File: config.mk
export PLATFORM = sky130hd
export DESIGN_NAME = lcd_cmd_queue
export DESIGN_NICKNAME = d
export VERILOG_FILES = /design/src/rtl/lcd_cmd_queue.sv
export SDC_FILE = /design/constraint.sdc
export NUM_CORES = 1
export LEC_CHECK = 0
export CAP_MARGIN = 0
export CORE_MARGIN = 1.5
export CORE_UTILIZATION = 45
export CTS_CLUSTER_SIZE = 20
export DETAILED_ROUTE_END_ITERATION = 7
export GPL_ROUTABILITY_DRIVEN = 0
export REMOVE_ABC_BUFFERS = 1
export SYNTH_ARGS = -nofsm -noshare
export SYNTH_HDL_FRONTEND = slang
export SYNTH_SLANG_ARGS = --single-unit
File: constraint.sdc
create_clock -name clk -period 6.3 [get_ports clk]
set_input_delay 1.26 -clock clk [delete_from_list [all_inputs] [get_ports clk]]
set_output_delay 1.26 -clock clk [all_outputs]
set_load 0.005 [all_outputs]
File: src/rtl/lcd_cmd_queue.sv
// Command FIFO and issuer placed in front of LCD_CTRL: buffers host commands and
// strobes them out one per busy window, halting after the Write command or on done.
module lcd_cmd_queue #(
    parameter int unsigned         DEPTH       = 16,
    parameter int unsigned         CMD_W       = 4,
    parameter logic [CMD_W-1:0]    WRITE_CMD   = '0,
    parameter int unsigned         ACK_TIMEOUT = 4
) (
    input  logic                       clk,
    input  logic                       reset,
    input  logic [CMD_W-1:0]           host_cmd,
    input  logic                       host_valid,
    output logic                       host_ready,
    output logic [CMD_W-1:0]           cmd,
    output logic                       cmd_valid,
    input  logic                       busy,
    input  logic                       done,
    output logic [$clog2(DEPTH):0]     q_count,
    output logic [7:0]                 issued_cnt,
    output logic                       halted,
    output logic                       drop_err
);

    localparam int unsigned AW = $clog2(DEPTH);
    localparam int unsigned CW = AW + 1;
    localparam int unsigned TW = $clog2(ACK_TIMEOUT + 1);

    typedef enum logic [2:0] {
        IDLE,
        ISSUE,
        WAIT_ACK,
        WAIT_DONE,
        HALT
    } state_t;

    state_t           state;
    state_t           state_nxt;
    state_t           after_cmd;

    logic [CMD_W-1:0] mem [DEPTH];
    logic [CW-1:0]    wr_cnt;
    logic [CW-1:0]    rd_cnt;
    logic [AW-1:0]    wr_ptr;
    logic [AW-1:0]    rd_ptr;
    logic [TW-1:0]    tmo;
    logic [TW-1:0]    tmo_nxt;
    logic             full;
    logic             empty;
    logic             push;
    logic             pop;

    // Counters carry one extra bit so full and empty are distinguishable.
    assign wr_ptr     = wr_cnt[AW-1:0];
    assign rd_ptr     = rd_cnt[AW-1:0];
    assign q_count    = wr_cnt - rd_cnt;
    assign full       = (q_count == CW'(DEPTH));
    assign empty      = (q_count == '0);
    assign halted     = (state == HALT);
    assign host_ready = !full && !halted;
    assign push       = host_valid && host_ready;
    assign pop        = (state_nxt == ISSUE);

    always_ff @(posedge clk) begin
        if (push) begin
            mem[wr_ptr] <= host_cmd;
        end
    end

    // A command that has run its course either ends the sequence or frees the issuer.
    always_comb begin
        after_cmd = (cmd == WRITE_CMD) ? HALT : IDLE;
    end

    always_comb begin
        state_nxt = state;
        tmo_nxt   = tmo;
        case (state)
            IDLE: begin
                if (!empty && !busy) begin
                    state_nxt = ISSUE;
                end
            end
            ISSUE: begin
                state_nxt = WAIT_ACK;
                tmo_nxt   = '0;
            end
            WAIT_ACK: begin
                if (busy) begin
                    state_nxt = WAIT_DONE;
                end else if (tmo == TW'(ACK_TIMEOUT - 1)) begin
                    state_nxt = after_cmd;
                end else begin
                    tmo_nxt = tmo + TW'(1);
                end
            end
            WAIT_DONE: begin
                if (!busy) begin
                    state_nxt = after_cmd;
                end
            end
            HALT: begin
                state_nxt = HALT;
            end
            default: begin
                state_nxt = IDLE;
            end
        endcase
        if (done) begin
            state_nxt = HALT;
        end
    end

    // cmd_valid is high exactly while in ISSUE, and cmd keeps the last issued value.
    always_ff @(posedge clk) begin
        if (reset) begin
            state      <= IDLE;
            tmo        <= '0;
            wr_cnt     <= '0;
            rd_cnt     <= '0;
            cmd        <= '0;
            cmd_valid  <= 1'b0;
            issued_cnt <= 8'd0;
            drop_err   <= 1'b0;
        end else begin
            state     <= state_nxt;
            tmo       <= tmo_nxt;
            cmd_valid <= pop;
            if (push) begin
                wr_cnt <= wr_cnt + CW'(1);
            end
            if (pop) begin
                rd_cnt <= rd_cnt + CW'(1);
                cmd    <= mem[rd_ptr];
                if (issued_cnt != 8'hFF) begin
                    issued_cnt <= issued_cnt + 8'd1;
                end
            end
            if (host_valid && halted) begin
                drop_err <= 1'b1;
            end
        end
    end

endmodule

==> reports/metrics.cfg, run 1 <==
[placed_design]
port_buffers=29
pre_cts_slack_ns=2.428
hpwl_um=6046

[floorplanning]
dieHeight_um=100.9
die_w_um=100.9
start_util_pct=46.46
coreArea_mm2=0.009284
die_area_mm2=0.01018
ios=30
rows=35

[critical_path]
cp.required_ns=5.04
rrSetupSlack_ns=3.18
cp_num_buf_inv=3
cp_cell_sequence=inv_1 > ha_1 > inv_1 > fa_1 > nor3b_1 > nand4b_2 > a211oi_4 > nor2_1 > clkdlybuf4s50_1
cp.arrival_ns=3.03
cp-end-kind=primary output
slowest_stage=clkdlybuf4s50_1
cpMostUsedCell=inv_1
cp-start-kind=flop
critPathMaxFanout=5
crit_type=flop to primary output
max_stage_delay_ns=0.45
cpLargestDelayFamily=adder cells

[synthesis]
synth_flop_cell=edfxtp_1
synth_edf_count=64
syn-mean-instance-area_um2=12.99
ys_types=58
ys_seq_area_share_pct=58.49
netlist_area_mm2=0.004313
netlist_instances=332
synth-seq-cells=94
synthArstFlopShare_pct=0
ys_warn_count=0

[final_layout]
num-nets-final=382
syn2layout_area_growth_pct=13.84
drive_gt1_share_pct=12.05
diodes=0
post-route-util_pct=52.88

[clock_network]
htreeDepth=3
cts_buffers=9
post_cts_buffers=0
cts_sinks=94
cts_tree=yes
insertion_delay_ns=0.36
cts_hold_buf=0
clock_path_buffers=2
root_buffer=clkbuf_8
postCtsResizedCells=0
path_clk_slew_ns=0.09

[global_route]
use_met1_pct=26.44
grt_busiest_layer=met2
use_met3_pct=3.537
grt_max_degree=26
grt.met2_usage_pct=28.64
grt_pass1_wl_um=13820
grt_pass1_vias=2545
antenna_found_initial=0
grt-ovfl-total=0
grt.total_usage_pct=18.52

[worst_hold_path]
hp-class=flop to flop

[run]
maxCapViolCount=0

[power_and_ir_drop]
p_per_area_mw_per_mm2=253.3
peakVddDrop_v=0.0001410
p_switching_uw=344.5
power_frac_seq_pct=54.6
report.power.total_uw=1244
switching_share_pct=27.70
power_frac_clock_pct=31.4
leakage_uw=0.001634
p_comb_share_pct=14.0
p_int_uw=899.1

[sta]
rsz0062_at_grt=false
layout_setup_ws_ns=2.013
setup-tns-final_ns=0
tightest_slew_ns=0.7983
slew_headroom_pct=46.55
fin_crit_ns=4.287
fmax_mhz=233.3
finalHoldViolCount=0
clock_skew_ns=0.01558
period_share_pct=68.05
setup_viol=0
slew_violations=0

[route]
routed_wl_um=8592
wl_per_cell_um=17.39
drc=0
vias_per_cell=5.460
dr.first_iter.drc_count=152
drt_first_pass_iters=4
antenna_left=0
via_count=2697

[outcome]
outcome=finished clean

-- cells in the final DEF, fill, tap and decap left out, types with 4 or more instances in the layout --
master / netlist / final
clkbuf_8: 0 / 9
mux4_2: 8 / 8
a21oi_1: 11 / 11
mux2i_1: 16 / 16
edfxtp_1: 64 / 64
a211oi_1: 4 / 4
mux2_2: 4 / 4
o21ai_1: 4 / 4
nor2b_1: 13 / 13
nor3_1: 5 / 5
a22o_1: 4 / 4
clkdlybuf4s50_1: 0 / 29
inv_1: 11 / 11
nor2_1: 26 / 26
nand3_1: 6 / 6
o211ai_1: 4 / 4
nand2_1: 14 / 14
o221ai_1: 4 / 4
nand4_1: 5 / 5
o31ai_1: 4 / 4
dfxtp_1: 30 / 30
ha_1: 12 / 12
a2111oi_0: 4 / 4
and3_1: 13 / 13
-- path summary, 6_finish.rpt --
kind / from / to / cells past startpoint
max: wr_cnt[0] / host_ready / 9
min: drop_err / drop_err / 2
max reg2reg: wr_cnt[0] / mem[14][2] / 9
min reg2reg: drop_err / drop_err / 2
-- per-stage QoR --
step / std cells / instance area, µm² / hold WS [ns]
floorplan: 317 / 4237 / 0.4437
global placement: 478 / 4711 / 0.4465
detailed placement: 478 / 4711 / 0.4560
global route: 494 / 4910 / 0.5154
CTS: 494 / 4910 / 0.4787
finish: 494 / 4910 / 0.4732
-- area by class of cell --
type | count | area (µm²)
Timing Repair Buffer | 32 | 312.8
Fill cell | 809 | 4374
Inverter | 11 | 41.29
Clock inverter | 7 | 75.07
Sequential cell | 94 | 2522
Clock buffer | 9 | 123.9
Tap cell | 129 | 161.4
Multi-Input combinational cell | 212 | 1673
-- synth_stat cells, types with 4 or more instances --
master / number / area share (%)
edfxtp_1: 64 / 45
dfxtp_1: 30 / 14
nor2_1: 26 / 2.3
mux2i_1: 16 / 3.7
nand2_1: 14 / 1.2
and3_1: 13 / 1.9
nor2b_1: 13 / 1.9
ha_1: 12 / 3.5
a21oi_1: 11 / 1.3
inv_1: 11 / 0.96
mux4_2: 8 / 4.2
nand3_1: 6 / 0.70
clkbuf_1: 5 / 0.44
nand4_1: 5 / 0.73
nor3_1: 5 / 0.58
a2111oi_0: 4 / 0.81
a211oi_1: 4 / 0.70
a22o_1: 4 / 0.81
buf_2: 4 / 0.46
mux2_2: 4 / 1.0
o211ai_1: 4 / 0.70
o21ai_1: 4 / 0.46
o221ai_1: 4 / 0.81
o31ai_1: 4 / 0.70
-- flip-flops by register name (all words and copies together) (netlist names) --
name	count
mem	64
tmo	3
cmd	4
issued_cnt	8
drop_err	1
wr_cnt	5
state	3
cmd_valid	1
rd_cnt	5
-- cells by family after synthesis --
logic type,after synthesis,synth area share [%]
xor+xnor,3,0.6093
flops,94,58.49
fa+ha+maj,13,3.945
buf+inv,26,2.727
simple gates,112,14.88
compound gates,53,9.545
mux,31,9.805
-- power groups by stage --
stage	Sequential, µW	Clock [µW]	Combinational, µW
2_1_floorplan	698	0	98.7
3_3_place_gp	693	0	173
3_5_place_dp	693	0	174
4_1_cts	679	403	175
5_1_grt	681	432	192
6_report	679	391	174
-- routing by layer --
layer	wire [µm]	vias up
met4	99	0
met2	4172	40
met5	0	-
met1	4069	1322
met3	250	7
li1	-	1328
-- tightest hold or removal path, delay by kind of cell (launching register included) --
kind | cells | cell delay (ns)
flip-flops | 1 | 0.33
AO/OA/AOI/OAI | 1 | 0.04
AND/OR/NAND/NOR | 1 | 0.07
Note: power is estimated with default switching activity, not from simulation.
==> run 2, diff against run 1 <==
clock period = 4.04 ns   (was 6.3 ns; I/O delays follow)
==> run 2 against run 1 <==
- critical path type unchanged
- count of clock-buffer cells in the layout unchanged
- register-to-register slack got worse by 2.3 ns
- sequential share of layout area decreased by 0.065 points
- routed wire length increased by 4.8%
==> reports/metrics.cfg, run 2 (synthesis gave the netlist of run 1 again) <==
[sta]
slew_violations=0  ; unchanged
finalHoldViolCount=0  ; unchanged
fmax_mhz=261.1
setup-tns-final_ns=0  ; unchanged
clock_skew_ns=0.01393  ; -0.001647 ns
tightest_slew_ns=0.8167  ; +0.01838 ns
rsz0062_at_grt=false
fin_crit_ns=3.830
period_share_pct=94.81
whs_ns=0.4853  ; +0.01203 ns
setup_viol=0  ; unchanged
slew_headroom_pct=45.32  ; -1.2 points

[critical_path]
crit_start=wr_cnt[0]
crit_type=flop to primary output
critPathMaxFanout=5  ; unchanged
cp_cell_sequence=inv_1 > ha_1 > inv_1 > fa_1 > nand3b_1 > a211o_1 > a211oi_4 > nor2_1 > clkdlybuf4s50_1
cp-end-kind=primary output
cpMostUsedCell=inv_1
cp.arrival_ns=3.02  ; about the same
cp_num_buf_inv=3  ; unchanged
cp-start-kind=flop
cpLargestDelayFamily=compound AO/OA/AOI/OAI gates
max_stage_delay_ns=0.45  ; about the same
cp.required_ns=3.23  ; -1.81 ns
r2r-start=wr_cnt[0]
slowest_stage=clkdlybuf4s50_1

[final_layout]
multi_input_area_mm2=0.001673  ; unchanged
diodes=0  ; unchanged
largest_register=mem
final_common_cell=edfxtp_1
syn2layout_area_growth_pct=13.98
drive_gt1_share_pct=12.05  ; unchanged
fin_area_mm2=0.004916  ; +0.13%
post-route-util_pct=52.95  ; +0.067 points
seq_area_mm2=0.002522  ; unchanged
num-nets-final=382  ; unchanged
layout_common_cells=edfxtp_1 (64), dfxtp_1 (30), clkdlybuf4s50_1 (29)
top_regs=mem: 64 flops, issued_cnt: 8 flops
largest_reg_flops=64  ; unchanged
fillers=836  ; +3.3%

[floorplanning]
rows=35  ; unchanged
die_w_um=100.9  ; unchanged
coreArea_mm2=0.009284  ; unchanged
die_area_mm2=0.01018  ; unchanged
start_util_pct=46.46  ; unchanged
dieHeight_um=100.9  ; unchanged
ios=30  ; unchanged

[placed_design]
port_buffers=29  ; unchanged
hpwl_um=6158  ; +1.8%
placed_area_mm2=0.004711  ; unchanged

[clock_network]
clock_path_buffers=2  ; unchanged
cts_tree=yes
cts_sinks=94  ; unchanged
cts_buffers=9  ; unchanged
htreeDepth=3  ; unchanged
path_clk_slew_ns=0.10  ; about the same
post_cts_buffers=0  ; unchanged
root_buffer=clkbuf_8
insertion_delay_ns=0.36  ; about the same

[route]
highest_layer=met4
wl_met2_um=4210  ; +0.91%
wl_met3_um=391  ; +56%
dr.first_iter.drc_count=137  ; -9.9%
routed_wl_um=9002  ; +4.8%
vias_per_cell=5.453  ; -0.11%
antenna_left=0  ; unchanged
via_count=2694  ; -0.11%
drt_first_pass_iters=4  ; unchanged
drc=0  ; unchanged
wl_per_cell_um=18.22  ; +4.8%
wl_met1_um=4283  ; +5.3%

[global_route]
antenna_found_initial=0  ; unchanged
grt_pass1_wl_um=14440  ; +4.5%
grt_max_degree=26  ; unchanged
grt_pass1_vias=2592  ; +1.8%
grt.total_usage_pct=19.13  ; +0.62 points
grt-ovfl-total=0  ; unchanged

[power_and_ir_drop]
leakage_uw=0.001629  ; -0.26%
power_frac_clock_pct=32.6  ; +1.2 points
power_frac_seq_pct=53.5  ; -1.1 points
p_switching_uw=526.9  ; +53%
p_comb_share_pct=13.9  ; about the same
p_per_area_mw_per_mm2=402.4  ; +59%
switching_share_pct=26.64  ; -1.1 points
peakVddDrop_v=0.0002190  ; +55%
p_int_uw=1451  ; +61%

[run]
maxCapViolCount=0  ; unchanged

[worst_hold_path]
hp-start=drop_err
hp-class=flop to flop

[outcome]
outcome=finished clean

## run 2: changes by cell type in the layout (fill, tap and decap cells not counted)
| cell | before | now |
|---|---|---|
| inv_6 | 0 | 1 |
| clkinv_4 | 2 | 1 |
| bufinv_16 | 0 | 1 |
| inv_8 | 3 | 1 |
| clkinvlp_4 | 1 | 3 |
| clkinv_8 | 1 | 0 |
## run 2: power groups by stage
stage / registers [µW] / clock network [µW] / logic (µW)
final: 1060 / 646 / 274
after global routing: 1060 / 699 / 300
after CTS: 1060 / 661 / 276
after detailed placement: 1080 / 0 / 275
after global placement: 1080 / 0 / 272
after floorplan: 1090 / 0 / 154
## run 2: tightest hold or removal path: stages (launching register included)
cell     delay, ns
dfxtp_1       0.34
a21oi_1       0.04
nor2_1        0.07
## run 2: final timing paths
kind                              endpoint  slack (ns)  cells after the start
worst max-delay path            host_ready        0.21                      9
worst min-delay path              drop_err        0.49                      2
worst max register to register  mem[14][3]        0.90                      9
worst min register to register    drop_err        0.49                      2
## run 2: per-layer routing
| metal | track usage, % | up-vias |
|---|---|---|
| met5 | 0 | - |
| met3 | 3.329 | 9 |
| met4 | 6.303 | 0 |
| met1 | 27.46 | 1314 |
| li1 | - | 1319 |
| met2 | 29.63 | 52 |
## run 2: layout make-up
class,instances,share of cell area (%)
multi-input combinational,212,34.03
sequential,94,51.31
clock inverter,7,1.654
timing repair buffer,32,6.363
inverter,11,0.8399
tap,129,3.283
clock buffer,9,2.520
## run 2: through the flow
stage	cells	setup slack [ns]	total power [µW]
after floorplan	317	0.6155	1242
after global placement	478	0.7038	1352
after detailed placement	478	0.6152	1356
after CTS	494	0.1975	1995
after global routing	494	0.008122	2061
final	494	0.2096	1978
## run 2: repair_timing
action	CTS	global route
endpoints found under the hold margin	0	0
hold buffers	0	0
setup endpoints to repair	0	1
resized for setup	0	0
